===== src/rtl/ad7609_ctrl.sv =====
`timescale 1ns/1ps
// ad7609_ctrl
// ---------------------------------------------------------------------------
// Conversion and serial-readout controller for the AD7609 8-channel
// simultaneous-sampling ADC. A rising edge on the registered Start level
// pulses CONVST. The FSM then waits for BUSY to rise and fall, shifts
// 2 x 72 bits in on DOUTA/DOUTB and updates all eight channel outputs in
// one cycle.
//
// Optional feature macro: AD7609_CONTINUOUS_EN
//   defined   : DONE goes straight back to CONV while registered Start is
//               still high, so conversions run back-to-back.
//   undefined : one conversion per Start rising edge.
//
// Ports
//   clk_i         in   system clock (only clock)
//   rst_n_i       in   asynchronous active-low reset
//   Start         in   conversion request level (rising edge = request)
//   busy_i        in   AD7609 BUSY, asynchronous, 2-FF synchronized here
//   douta_i       in   AD7609 DOUTA (CH1..CH4)
//   doutb_i       in   AD7609 DOUTB (CH5..CH8)
//   convst_o      out  CONVSTA/B, idle high
//   cs_n_o        out  chip select, idle high
//   sclk_o        out  serial clock, idle high
//   adc_reset_o   out  AD7609 RESET, active high
//   value1..8     out  latest 16-bit channel results (18-bit word [17:2])
//   data_valid_o  out  one-cycle pulse when value1..8 update
//   timeout_o     out  one-cycle pulse on a BUSY timeout
//   state_o       out  current FSM state (debug observation)
//
// Handshake: data_valid_o is a single-cycle strobe with no ready/backpressure.
// value1..8 change only in the cycle data_valid_o is high and hold otherwise,
// so a consumer may capture on the strobe or read the values at any time.
// ---------------------------------------------------------------------------
module ad7609_ctrl #(
  parameter int unsigned CLK_DIV        = 2,
  parameter int unsigned CONVST_LOW_CYC = 4,
  parameter int unsigned RESET_CYC      = 10,
  parameter int unsigned BUSY_TIMEOUT   = 2000
) (
  input  logic        clk_i,
  input  logic        rst_n_i,
  input  logic        Start,
  input  logic        busy_i,
  input  logic        douta_i,
  input  logic        doutb_i,
  output logic        convst_o,
  output logic        cs_n_o,
  output logic        sclk_o,
  output logic        adc_reset_o,
  output logic [15:0] value1,
  output logic [15:0] value2,
  output logic [15:0] value3,
  output logic [15:0] value4,
  output logic [15:0] value5,
  output logic [15:0] value6,
  output logic [15:0] value7,
  output logic [15:0] value8,
  output logic        data_valid_o,
  output logic        timeout_o,
  output logic [2:0]  state_o
);

  // FSM state encoding
  localparam logic [2:0] S_RST_ADC = 3'd0;
  localparam logic [2:0] S_IDLE    = 3'd1;
  localparam logic [2:0] S_CONV    = 3'd2;
  localparam logic [2:0] S_WAIT_BH = 3'd3;
  localparam logic [2:0] S_WAIT_BL = 3'd4;
  localparam logic [2:0] S_READ    = 3'd5;
  localparam logic [2:0] S_DONE    = 3'd6;

  // One shared cycle counter serves RST_ADC, CONV and both BUSY waits, so it
  // is sized for the largest of the three limits.
  localparam int unsigned CNT_MAX_A = (RESET_CYC > CONVST_LOW_CYC) ? RESET_CYC : CONVST_LOW_CYC;
  localparam int unsigned CNT_MAX   = (CNT_MAX_A > BUSY_TIMEOUT) ? CNT_MAX_A : BUSY_TIMEOUT;
  localparam int unsigned CNT_W     = $clog2(CNT_MAX + 1);
  localparam int unsigned DIV_W     = $clog2(CLK_DIV + 1);

  localparam logic [CNT_W-1:0] RESET_LAST  = CNT_W'(RESET_CYC - 1);
  localparam logic [CNT_W-1:0] CONVST_LAST = CNT_W'(CONVST_LOW_CYC - 1);
  localparam logic [CNT_W-1:0] BUSY_LAST   = CNT_W'(BUSY_TIMEOUT - 1);
  localparam logic [DIV_W-1:0] DIV_LAST    = DIV_W'(CLK_DIV - 1);
  localparam logic [6:0]       NUM_BITS    = 7'd72;

  logic [2:0]       r_state;
  logic [CNT_W-1:0] r_cnt;
  logic [DIV_W-1:0] r_div;
  logic [6:0]       r_bitcnt;

  logic             r_busy_s1;
  logic             r_busy_s2;
  logic             r_start_q;
  logic             r_start_qq;
  logic             w_req;

  logic             r_convst;
  logic             r_cs_n;
  logic             r_sclk;
  logic             r_adc_reset;
  logic             r_dv;
  logic             r_timeout;

  logic [71:0]      r_sha;
  logic [71:0]      r_shb;
  logic [15:0]      r_val [8];

  // BUSY synchronizer and Start edge detector. These run in every state;
  // only IDLE consumes w_req, so requests elsewhere are simply dropped.
  always_ff @(posedge clk_i or negedge rst_n_i) begin
    if (!rst_n_i) begin
      r_busy_s1  <= 1'b0;
      r_busy_s2  <= 1'b0;
      r_start_q  <= 1'b0;
      r_start_qq <= 1'b0;
    end else begin
      r_busy_s1  <= busy_i;
      r_busy_s2  <= r_busy_s1;
      r_start_q  <= Start;
      r_start_qq <= r_start_q;
    end
  end

  assign w_req = r_start_q & ~r_start_qq;

  // Main control FSM
  always_ff @(posedge clk_i or negedge rst_n_i) begin
    if (!rst_n_i) begin
      r_state     <= S_RST_ADC;
      r_cnt       <= '0;
      r_div       <= '0;
      r_bitcnt    <= '0;
      r_convst    <= 1'b1;
      r_cs_n      <= 1'b1;
      r_sclk      <= 1'b1;
      r_adc_reset <= 1'b1;
      r_dv        <= 1'b0;
      r_timeout   <= 1'b0;
      r_sha       <= '0;
      r_shb       <= '0;
      for (int i = 0; i < 8; i++) begin
        r_val[i] <= '0;
      end
    end else begin
      r_dv      <= 1'b0;
      r_timeout <= 1'b0;
      case (r_state)
        S_RST_ADC: begin
          if (r_cnt == RESET_LAST) begin
            r_adc_reset <= 1'b0;
            r_cnt       <= '0;
            r_state     <= S_IDLE;
          end else begin
            r_cnt <= r_cnt + CNT_W'(1);
          end
        end

        S_IDLE: begin
          if (w_req) begin
            r_convst <= 1'b0;
            r_cnt    <= '0;
            r_state  <= S_CONV;
          end
        end

        S_CONV: begin
          if (r_cnt == CONVST_LAST) begin
            r_convst <= 1'b1;
            r_cnt    <= '0;
            r_state  <= S_WAIT_BH;
          end else begin
            r_cnt <= r_cnt + CNT_W'(1);
          end
        end

        S_WAIT_BH: begin
          if (r_busy_s2) begin
            r_cnt   <= '0;
            r_state <= S_WAIT_BL;
          end else if (r_cnt == BUSY_LAST) begin
            r_timeout <= 1'b1;
            r_cnt     <= '0;
            r_state   <= S_IDLE;
          end else begin
            r_cnt <= r_cnt + CNT_W'(1);
          end
        end

        S_WAIT_BL: begin
          if (!r_busy_s2) begin
            r_cs_n   <= 1'b0;
            r_div    <= '0;
            r_bitcnt <= '0;
            r_cnt    <= '0;
            r_state  <= S_READ;
          end else if (r_cnt == BUSY_LAST) begin
            r_timeout <= 1'b1;
            r_cnt     <= '0;
            r_state   <= S_IDLE;
          end else begin
            r_cnt <= r_cnt + CNT_W'(1);
          end
        end

        // SCLK idles high; the first half-period after CS falls is a high
        // lead-in, then 72 low/high periods. The slot where the 73rd falling
        // edge would land releases CS instead.
        S_READ: begin
          if (r_div == DIV_LAST) begin
            r_div <= '0;
            if (r_sclk) begin
              if (r_bitcnt == NUM_BITS) begin
                r_cs_n  <= 1'b1;
                r_state <= S_DONE;
              end else begin
                r_sclk <= 1'b0;
              end
            end else begin
              // Data is sampled in the cycle SCLK goes 0->1, MSB first.
              r_sclk   <= 1'b1;
              r_sha    <= {r_sha[70:0], douta_i};
              r_shb    <= {r_shb[70:0], doutb_i};
              r_bitcnt <= r_bitcnt + 7'd1;
            end
          end else begin
            r_div <= r_div + DIV_W'(1);
          end
        end

        // Each channel is an 18-bit word; the output keeps bits [17:2]
        // (truncation, no rounding). CH1/CH5 arrive first, so they sit at the
        // top of each shift register.
        S_DONE: begin
          for (int i = 0; i < 4; i++) begin
            r_val[i]     <= r_sha[71 - 18*i -: 16];
            r_val[i + 4] <= r_shb[71 - 18*i -: 16];
          end
          r_dv <= 1'b1;
`ifdef AD7609_CONTINUOUS_EN
          if (r_start_q) begin
            r_convst <= 1'b0;
            r_cnt    <= '0;
            r_state  <= S_CONV;
          end else begin
            r_state <= S_IDLE;
          end
`else
          r_state <= S_IDLE;
`endif
        end

        default: begin
          r_convst <= 1'b1;
          r_cs_n   <= 1'b1;
          r_sclk   <= 1'b1;
          r_cnt    <= '0;
          r_state  <= S_IDLE;
        end
      endcase
    end
  end

  assign convst_o     = r_convst;
  assign cs_n_o       = r_cs_n;
  assign sclk_o       = r_sclk;
  assign adc_reset_o  = r_adc_reset;
  assign data_valid_o = r_dv;
  assign timeout_o    = r_timeout;
  assign state_o      = r_state;

  assign value1 = r_val[0];
  assign value2 = r_val[1];
  assign value3 = r_val[2];
  assign value4 = r_val[3];
  assign value5 = r_val[4];
  assign value6 = r_val[5];
  assign value7 = r_val[6];
  assign value8 = r_val[7];

endmodule


===== config.mk =====
export PLATFORM = sky130hd
export DESIGN_NAME = ad7609_ctrl
export DESIGN_NICKNAME = d
export VERILOG_FILES = /design/src/rtl/ad7609_ctrl.sv
export SDC_FILE = /design/constraint.sdc
export NUM_CORES = 1
export LEC_CHECK = 0
export BUFFER_PORTS_ARGS = -buffer_cell sky130_fd_sc_hd__buf_2
export CAP_MARGIN = 20
export CORE_UTILIZATION = 55
export CTS_BUF_LIST = sky130_fd_sc_hd__clkbuf_8
export DETAILED_ROUTE_END_ITERATION = 8
export PLACE_DENSITY = 0.76
export SYNTH_ARGS = -nofsm -noshare
export SYNTH_HDL_FRONTEND = slang
export SYNTH_SLANG_ARGS = --single-unit

===== constraint.sdc =====
create_clock -name clk_i -period 3.9 [get_ports clk_i]
set_clock_uncertainty 0.1 [all_clocks]
set_input_delay 0.39 -clock clk_i [delete_from_list [all_inputs] [get_ports clk_i]]
set_output_delay 0.39 -clock clk_i [all_outputs]
set_load 0.1 [all_outputs]

Yosys cells after proc, flatten, opt, wreduce, memory -nomap -nowiden --
Index checks and enable logic that the tools add are counted.
Operators by class: add/subtract/negate cells 3, equal/unequal tests 19, multiplexer cells 41, bitwise gates (word level) 7, reduce and logical (&&, ||, !) cells 15
Operator list (number):
- $mux 11 | 6
- $pmux 11 s6 | 1
- $mux 3 | 9
- $mux 7 | 3
- $pmux 3 s6 | 1
- $ne 2x2->1 const B | 8
- $pmux 7 s2 | 1
- $mux 1 | 13
- $add 11x1->11 const B | 1
- $eq 11x11->1 const B | 1
- $eq 11x2->1 const B | 1
- $eq 11x4->1 const B | 1
- $reduce_or 5->1 | 2
- $eq 3x3->1 const B | 3
- $reduce_and 2->1 | 4
- $add 7x1->7 const B | 1
- $eq 7x7->1 const B | 1
- $eq 3x2->1 const B | 2
- $not 1->1 | 6
- $pmux 1 s3 | 2
- $reduce_and 3->1 | 2
- $reduce_and 6->1 | 1
- $reduce_or 6->1 | 1
- $reduce_and 5->1 | 1
- 11 further kinds | 13
Storage, ports and cells: register bits after elaboration 305, input bits 6, output and inout port bits 137

Longest topological paths before layout --
Gate-level depths: netlist of the first run.
word-level depth 5, depth in mapped cells 8

Least setup slack after synthesis of the first run --
Ideal clock, no wire load.
path kind register to register, start point register r_state[0] (netlist: state_o[0]), end point register r_shb[40], library setup time 128 ps, data arrival time 2395 ps, required time 3672 ps, path slack 1277 ps, stages on the path, launching flop included 7, path buffers 3, period minus slack after synthesis 2623 ps, path through dfrtp_1 -> clkbuf_1 -> nand3_1 -> nor3_1 -> buf_2 -> buf_2 -> mux2_1
On the way: cells in the longest elaborated chain, start to end 2
RTL lines:
- start: declaration | line 86 | logic [2:0] r_state;
- start signal: assignment | line 129 | r_state <= S_RST_ADC;
- start signal: assignment | line 152 | r_state <= S_IDLE;
- start signal: assignment | line 162 | r_state <= S_CONV;
- $eq 3x3->1 | line 147 | case (r_state)
- $reduce_and 3->1 (no source line)
- end signal: assignment | line 222 | r_shb <= {r_shb[70:0], doutb_i};
- end: declaration | line 105 | logic [71:0] r_shb;
No other way between the ends. A chain may end at the register's enable or synchronous reset.

Worst setup path in the final report of the first run --
start point register r_state[2] (netlist: state_o[2]), end point register r_val (netlist bit value6[10])
On the way: cells in the longest elaborated chain, start to end 1
RTL lines:
- $eq 3x3->1 | line 147
- end signal: indexed assignment | line 235 | r_val[i] <= r_sha[71 - 18*i -: 16];
- end signal: indexed assignment | line 236 | r_val[i + 4] <= r_shb[71 - 18*i -: 16];
- end: declaration | line 106 | logic [15:0] r_val [8];
No other way between the ends.

==> impl_metrics.env, run 1 <==
export IMPL_place_area_mm2=0.0128
export IMPL_grt_pass1_vias=7516
export IMPL_cap_violations=0
export IMPL_wl_um=21900
export IMPL_die_w_um=149
export IMPL_rsz0062_at_grt="no"
export IMPL_synth_warnings=0
export IMPL_setup_tns_ns=0
export IMPL_final_nets=1206
export IMPL_n_antenna_cell=0
export IMPL_cp_num_buf_inv=2
export IMPL_tightest_slew_ns=0.847
export IMPL_cts_made_buffers=49
export IMPL_powerDensity_mw_per_mm2=453
export IMPL_grt_pass1_wl_um=36900
export IMPL_slew_limit_headroom_pct=43.5
export IMPL_cts_root_buf="clkbuf_8"
export IMPL_cp_start_kind="register"
export IMPL_track_usage_pct=20.7
export IMPL_die_h_um=149
export IMPL_via_per_inst=5.04
export IMPL_max_freq_ghz=0.353
export IMPL_path_max_fanout=53
export IMPL_hold_buffers=5
export IMPL_ios=143
export IMPL_netlist_instances=1038
export IMPL_synth_top_flop_cell="dfrtp_1"
export IMPL_synthToLayoutAreaGrowth_pct=17.0
export IMPL_critPathTopFamily="buffers and inverters"
export IMPL_rrSetupSlack_ns=1.07
export IMPL_ys_seq_area_share_pct=64.4
export IMPL_yosys_top_cells_count="nand2_1 (402), dfrtp_1 (301), mux2_1 (144)"
export IMPL_hold_violations=0
export IMPL_clk_pin_slew_ns=0.06
export IMPL_grt_ovfl_total=0
export IMPL_fin_ws_ns=1.07
export IMPL_crit_cells=6
export IMPL_final_max_slew_viol_count=0
export IMPL_fin_area_mm2=0.0139
export IMPL_first_iter_violations=381
export IMPL_ys_top_cells_by_area="dfrtp_1 (64%), mux2_1 (14%), nand2_1 (13%)"
export IMPL_ys_ff_latch=305
export IMPL_required_ns=4.28
export IMPL_fp_dieArea_mm2=0.0221
export IMPL_core_region_area_mm2=0.0211
export IMPL_start_util_pct=56.2
export IMPL_crit_slowest_cell="dfrtp_1"
export IMPL_synth_most_common_cell="nand2_1"
export IMPL_crit_path_start="state_o[2]$_DFFE_PN0P_"
export IMPL_clock_path_buffers=3
export IMPL_hold_class="reg -> reg"
export IMPL_worstSkewPairLatency_ns=0.57
export IMPL_min_period_over_period_pct=72.6
export IMPL_dp_cells=1414
export IMPL_drcViolationCount=0
export IMPL_post_route_min_period_ns=2.83
export IMPL_reg2regPathDepth=6
export IMPL_ant_nets=0
export IMPL_multi_input_area_mm2=0.00399
export IMPL_instances_no_fill=1507
export IMPL_crit_chain="nor2b_1 -> nand2_4 -> inv_4 -> buf_4 -> nand2_1 -> nand2_1"
export IMPL_via_count=7588
export IMPL_timing_rr_start="state_o[2]$_DFFE_PN0P_"
export IMPL_syn_mean_instance_area_um2=11.4
export IMPL_cts_tree="done"
export IMPL_worst_setup_path_type="reg -> reg"
export IMPL_peakVddDrop_mv=0.230
export IMPL_status="finished, final reports clean"
export IMPL_arrival_ns=3.21
export IMPL_reg2reg_to="value6[10]$_DFFE_PN0P_"
export IMPL_grt_max_degree=147
export IMPL_port_buffers=142
export IMPL_cts_resized=0
export IMPL_htreeDepth=2
export IMPL_seqCellArea_mm2=0.00764
export IMPL_dpl_hpwl_um=13000
export IMPL_gp_congestion=0.809
export IMPL_dr_pass1_iters=4
export IMPL_rows=53
export IMPL_cpMostUsedCell="nand2_1"
export IMPL_cp_end_kind="register"
export IMPL_cp_endpoint="value6[10]$_DFFE_PN0P_"
export IMPL_synth_top_area_share_pct=63.6
export IMPL_cts_sinks=305
export IMPL_synth_top_area_cell="dfrtp_1"
export IMPL_drive_above_1_share_pct=19.1
export IMPL_async_reset_ff_share_pct=100
export IMPL_syn_nets=1048
export IMPL_wl_per_cell_um=14.5
export IMPL_synth_area_mm2=0.0119
export IMPL_fin_hold_ws_ns=0.256
export IMPL_nFillCells=1655
export IMPL_slowest_delay_ns=0.62
export IMPL_postCtsSetupRepairBufs=0
export IMPL_synth_edf_count=0
export IMPL_final_setup_viol_count=0
export IMPL_place_ws_ns=1.11
export IMPL_grt_antenna_before_repair=0
export IMPL_ys_types=40
export IMPL_leakage_nw=8.07
-- kinds of logic after synthesis --
| logic type | share of synthesized area (%) |
|---|---|
| fa+ha+maj | 0.422 |
| compound gates | 2.69 |
| simple gates | 16.2 |
| buf+inv | 2.04 |
| flops | 64.4 |
| mux | 13.7 |
| xor+xnor | 0.517 |
-- where the power goes --
group	leakage, nW	switching [W]	internal [W]
Clock	0.573	0.00119	0.00144
Sequential	4.23	0.0000457	0.00320
Combinational	3.26	0.000265	0.000130
-- worst min path at each step --
stage	slack, ns	to	depth (start not counted)	startpoint
6_report	0.26	r_busy_s2$_DFF_PN0_	0	r_busy_s1$_DFF_PN0_
5_1_grt	0.28	r_busy_s2$_DFF_PN0_	0	r_busy_s1$_DFF_PN0_
4_1_cts	0.25	r_busy_s2$_DFF_PN0_	0	r_busy_s1$_DFF_PN0_
3_5_place_dp	0.24	r_busy_s2$_DFF_PN0_	0	r_busy_s1$_DFF_PN0_
3_3_place_gp	0.23	r_busy_s2$_DFF_PN0_	0	r_busy_s1$_DFF_PN0_
2_1_floorplan	-0.006	data_valid_o$_DFF_PN0_	0	rst_n_i
-- metrics by stage --
stage	total power, W	utilization [%]
6_report	0.00628	65.8
3_3_place_gp	0.00368	60.9
5_1_grt	0.00655	65.8
3_5_place_dp	0.00368	60.9
4_1_cts	0.00635	65.7
2_1_floorplan	0.00355	-
-- placed cells by master (no fill, tap or decap), types with 7 or more instances in the layout --
cell type | netlist | routed
nor2_1 | 21 | 21
dfrtp_1 | 301 | 301
a21oi_1 | 14 | 14
nand3_1 | 10 | 10
buf_2 | 19 | 141
nor2b_1 | 8 | 8
nand3b_1 | 8 | 8
nand2_1 | 402 | 401
xor2_1 | 7 | 7
clkbuf_8 | 0 | 64
mux2_1 | 144 | 144
and3_1 | 7 | 7
inv_1 | 6 | 24
-- per-layer routing --
metal	vias to the layer above	GRT usage, %	wire length [um]
li1	3715	-	-
met3	40	4.68	948
met5	-	0	0
met1	3687	28.9	10200
met4	0	6.58	422
met2	146	32.4	10300
-- layout make-up --
cell class,count,area share (%)
clock buffers,63,6.25
clock inverters,24,0.731
inverters,8,0.235
multi-input cells,675,28.7
flip-flops and latches,305,55.1
well taps,275,2.48
repair buffers,157,6.50
-- flip-flops by register name (all words and copies together), names as in the netlist, 2 cells and up --
name / flops
r_bitcnt: 7
value7: 16
r_div: 2
value4: 16
state_o: 3
value2: 16
value6: 16
r_cnt: 11
value8: 16
r_sha: 72
value5: 16
value3: 16
r_shb: 72
value1: 16
Power figures use the tool's default switching activity.
==> inputs of run 2 (changes only) <==
--- a/config.mk
+++ b/config.mk
@@ -5,6 +5,7 @@
 export SDC_FILE = /design/constraint.sdc
 export NUM_CORES = 1
 export LEC_CHECK = 0
+export ABC_AREA = 1
 export BUFFER_PORTS_ARGS = -buffer_cell sky130_fd_sc_hd__buf_2
 export CAP_MARGIN = 20
 export CORE_UTILIZATION = 55
==> constraint.sdc (replaced) <==
create_clock -name clk_i -period 2.63 [get_ports clk_i]
set_clock_uncertainty 0.1 [all_clocks]
set_input_delay 0.263 -clock clk_i [delete_from_list [all_inputs] [get_ports clk_i]]
set_output_delay 0.263 -clock clk_i [all_outputs]
set_load 0.1 [all_outputs]
==> impl_metrics.env, run 2 <==
export IMPL_status="finished, final reports clean"
export IMPL_cts_resized=0
export IMPL_grt_max_degree=119
export IMPL_leakage_nw=6.75
export IMPL_place_area_mm2=0.0129
export IMPL_synth_top_area_share_pct=63.1
export IMPL_htreeDepth=2
export IMPL_ios=143
export IMPL_timing_rr_start="state_o[2]$_DFFE_PN0P_"
export IMPL_drive_above_1_share_pct=17.1
export IMPL_gp_congestion=0.869
export IMPL_final_nets=1442
export IMPL_yosys_top_cells_count="nand2_1 (360), dfrtp_1 (301), o21ai_1 (172)"
export IMPL_ys_ff_latch=305
export IMPL_via_count=8605
export IMPL_final_max_slew_viol_count=0
export IMPL_reg2regPathDepth=6
export IMPL_dr_pass1_iters=5
export IMPL_cts_tree="done"
export IMPL_arrival_ns=2.58
export IMPL_clock_path_buffers=3
export IMPL_worst_setup_path_type="reg -> reg"
export IMPL_synth_edf_count=0
export IMPL_grt_pass1_vias=8342
export IMPL_core_region_area_mm2=0.0212
export IMPL_ys_top_cells_by_area="dfrtp_1 (63%), nand2_1 (11%), o21ai_1 (7.2%)"
export IMPL_final_setup_viol_count=0
export IMPL_powerDensity_mw_per_mm2=761
export IMPL_wl_per_cell_um=13.2
export IMPL_hold_buffers=5
export IMPL_n_antenna_cell=0
export IMPL_clk_pin_slew_ns=0.06
export IMPL_die_h_um=149
export IMPL_hold_class="in -> async"
export IMPL_p_clk_share_pct=38.4
export IMPL_max_freq_ghz=0.451
export IMPL_synthToLayoutAreaGrowth_pct=16.9
export IMPL_syn_nets=1291
export IMPL_wl_um=22900
export IMPL_synth_warnings=0
export IMPL_dpl_hpwl_um=14500
export IMPL_cts_sinks=305
export IMPL_ant_nets=0
export IMPL_tightest_slew_ns=1.05
export IMPL_place_ws_ns=0.423
export IMPL_largest_registers="r_sha x72, r_shb x72"
export IMPL_switching_share_pct=29.8
export IMPL_worstSkewPairLatency_ns=0.56
export IMPL_rsz0062_at_grt="no"
export IMPL_track_usage_pct=21.7
export IMPL_slew_limit_headroom_pct=29.8
export IMPL_mostFrequentLayoutCell="nand2_1"
export IMPL_peakVddDrop_mv=0.381
export IMPL_first_iter_violations=474
export IMPL_hold_violations=0
export IMPL_instances_no_fill=1741
export IMPL_ys_seq_area_share_pct=63.9
export IMPL_p_switching_w=0.00317
export IMPL_fin_area_mm2=0.0140
export IMPL_reg2reg_to="r_shb[68]$_DFFE_PN0P_"
export IMPL_grt_antenna_before_repair=0
export IMPL_synth_top_area_cell="dfrtp_1"
export IMPL_dp_cells=1651
export IMPL_wl_met2_um=10400
export IMPL_synth_most_common_cell="nand2_1"
export IMPL_combPwrFrac_pct=14.7
export IMPL_port_buffers=142
export IMPL_min_period_over_period_pct=84.3
export IMPL_via_per_inst=4.94
export IMPL_synth_top_flop_cell="dfrtp_1"
export IMPL_power_frac_seq_pct=46.9
export IMPL_layout_common_cells="nand2_1 (360), dfrtp_1 (301), inv_1 (179)"
export IMPL_netlist_instances=1281
export IMPL_synth_area_mm2=0.0119
export IMPL_post_route_util_pct=66.0
export IMPL_required_ns=2.99
export IMPL_start_util_pct=56.5
export IMPL_grt_ovfl_total=0
export IMPL_cts_made_buffers=49
export IMPL_post_route_min_period_ns=2.22
export IMPL_grt_pass1_wl_um=39200
export IMPL_postCtsSetupRepairBufs=0
export IMPL_cp_end_kind="register"
export IMPL_m1WireLength_um=10600
export IMPL_path_max_fanout=118
export IMPL_p_int_w=0.00745
export IMPL_fin_ws_ns=0.413
export IMPL_die_w_um=149
export IMPL_async_reset_ff_share_pct=100
export IMPL_rows=53
export IMPL_setup_tns_ns=0
export IMPL_syn_mean_instance_area_um2=9.32
export IMPL_cts_root_buf="clkbuf_8"
export IMPL_cp_start_kind="register"
export IMPL_routed_top_layer="met4"
export IMPL_ys_types=32
export IMPL_drcViolationCount=0
export IMPL_fp_dieArea_mm2=0.0223
export IMPL_rrSetupSlack_ns=0.41
export IMPL_cap_violations=0
export IMPL_met3_length_um=1390
-- run 2: changes by cell type after synthesis, sizes merged, moves of 13 or more --
| cell | previous run | this run |
|---|---|---|
| nand2 | 402 | 362 |
| inv | 8 | 170 |
| buf | 19 | 43 |
| o21ai | 10 | 278 |
| clkbuf | 31 | 18 |
| mux2 | 144 | 0 |
| nor2 | 21 | 41 |
| nand3 | 10 | 31 |
-- run 2: worst max-delay path by stage --
stage	start	to	slack, ns	cells past startpoint
after CTS	state_o[2]$_DFFE_PN0P_	r_sha[17]$_DFFE_PN0P_	0.40	5
after global routing	state_o[2]$_DFFE_PN0P_	r_sha[45]$_DFFE_PN0P_	0.15	6
after floorplan	state_o[0]$_DFFE_PN0P_	r_sha[42]$_DFFE_PN0P_	0.39	8
after global placement	state_o[2]$_DFFE_PN0P_	r_sha[42]$_DFFE_PN0P_	0.51	5
final	state_o[2]$_DFFE_PN0P_	r_shb[68]$_DFFE_PN0P_	0.41	6
after detailed placement	state_o[2]$_DFFE_PN0P_	r_sha[17]$_DFFE_PN0P_	0.42	5
-- run 2: cell type report --
cell class	count	area, um2
sequential	305	7640
fill	1713	7190
multi-input combinational	745	3390
timing repair buffer	161	951
clock buffer	61	840
inverter	170	638
tap	275	344
clock inverter	24	160
-- run 2: worst max-delay path: stages, from the launching register on --
cell     delay (ns)
dfrtp_1        0.57
nand3_4        0.23
nor2_4         0.07
nand2_8        0.06
buf_4          0.74
nand2_1        0.12
o21ai_1        0.13
-- run 2: cell families after synthesis --
kind of cell	Yosys count	synth area share [%]
compound gates	287	12.2
xor+xnor	4	0.293
fa+ha+maj	4	0.419
buf+inv	231	7.90
flops	305	63.9
simple gates	450	15.2
-- run 2: routing by layer --
metal  track usage (%)  vias up
li1                  -     4333
met1              30.1     4041
met5                 0        -
met2              33.5      188
met4              8.01        0
met3              5.20       43
-- run 2: power groups by stage --
| stage | Combinational [W] | Sequential (W) | Clock (W) |
|---|---|---|---|
| 2_1_floorplan | 0.000856 | 0.00537 | 0 |
| 3_3_place_gp | 0.00155 | 0.00506 | 0 |
| 3_5_place_dp | 0.00156 | 0.00507 | 0 |
| 4_1_cts | 0.00157 | 0.00498 | 0.00419 |
| 5_1_grt | 0.00174 | 0.00500 | 0.00439 |
| 6_report | 0.00156 | 0.00498 | 0.00407 |
-- run 2: stage by stage --
step	hold slack, ns	total power (W)
2_1_floorplan	-0.133	0.00623
3_3_place_gp	0.161	0.00660
3_5_place_dp	0.166	0.00663
4_1_cts	0.162	0.0107
5_1_grt	0.206	0.0111
6_report	0.173	0.0106
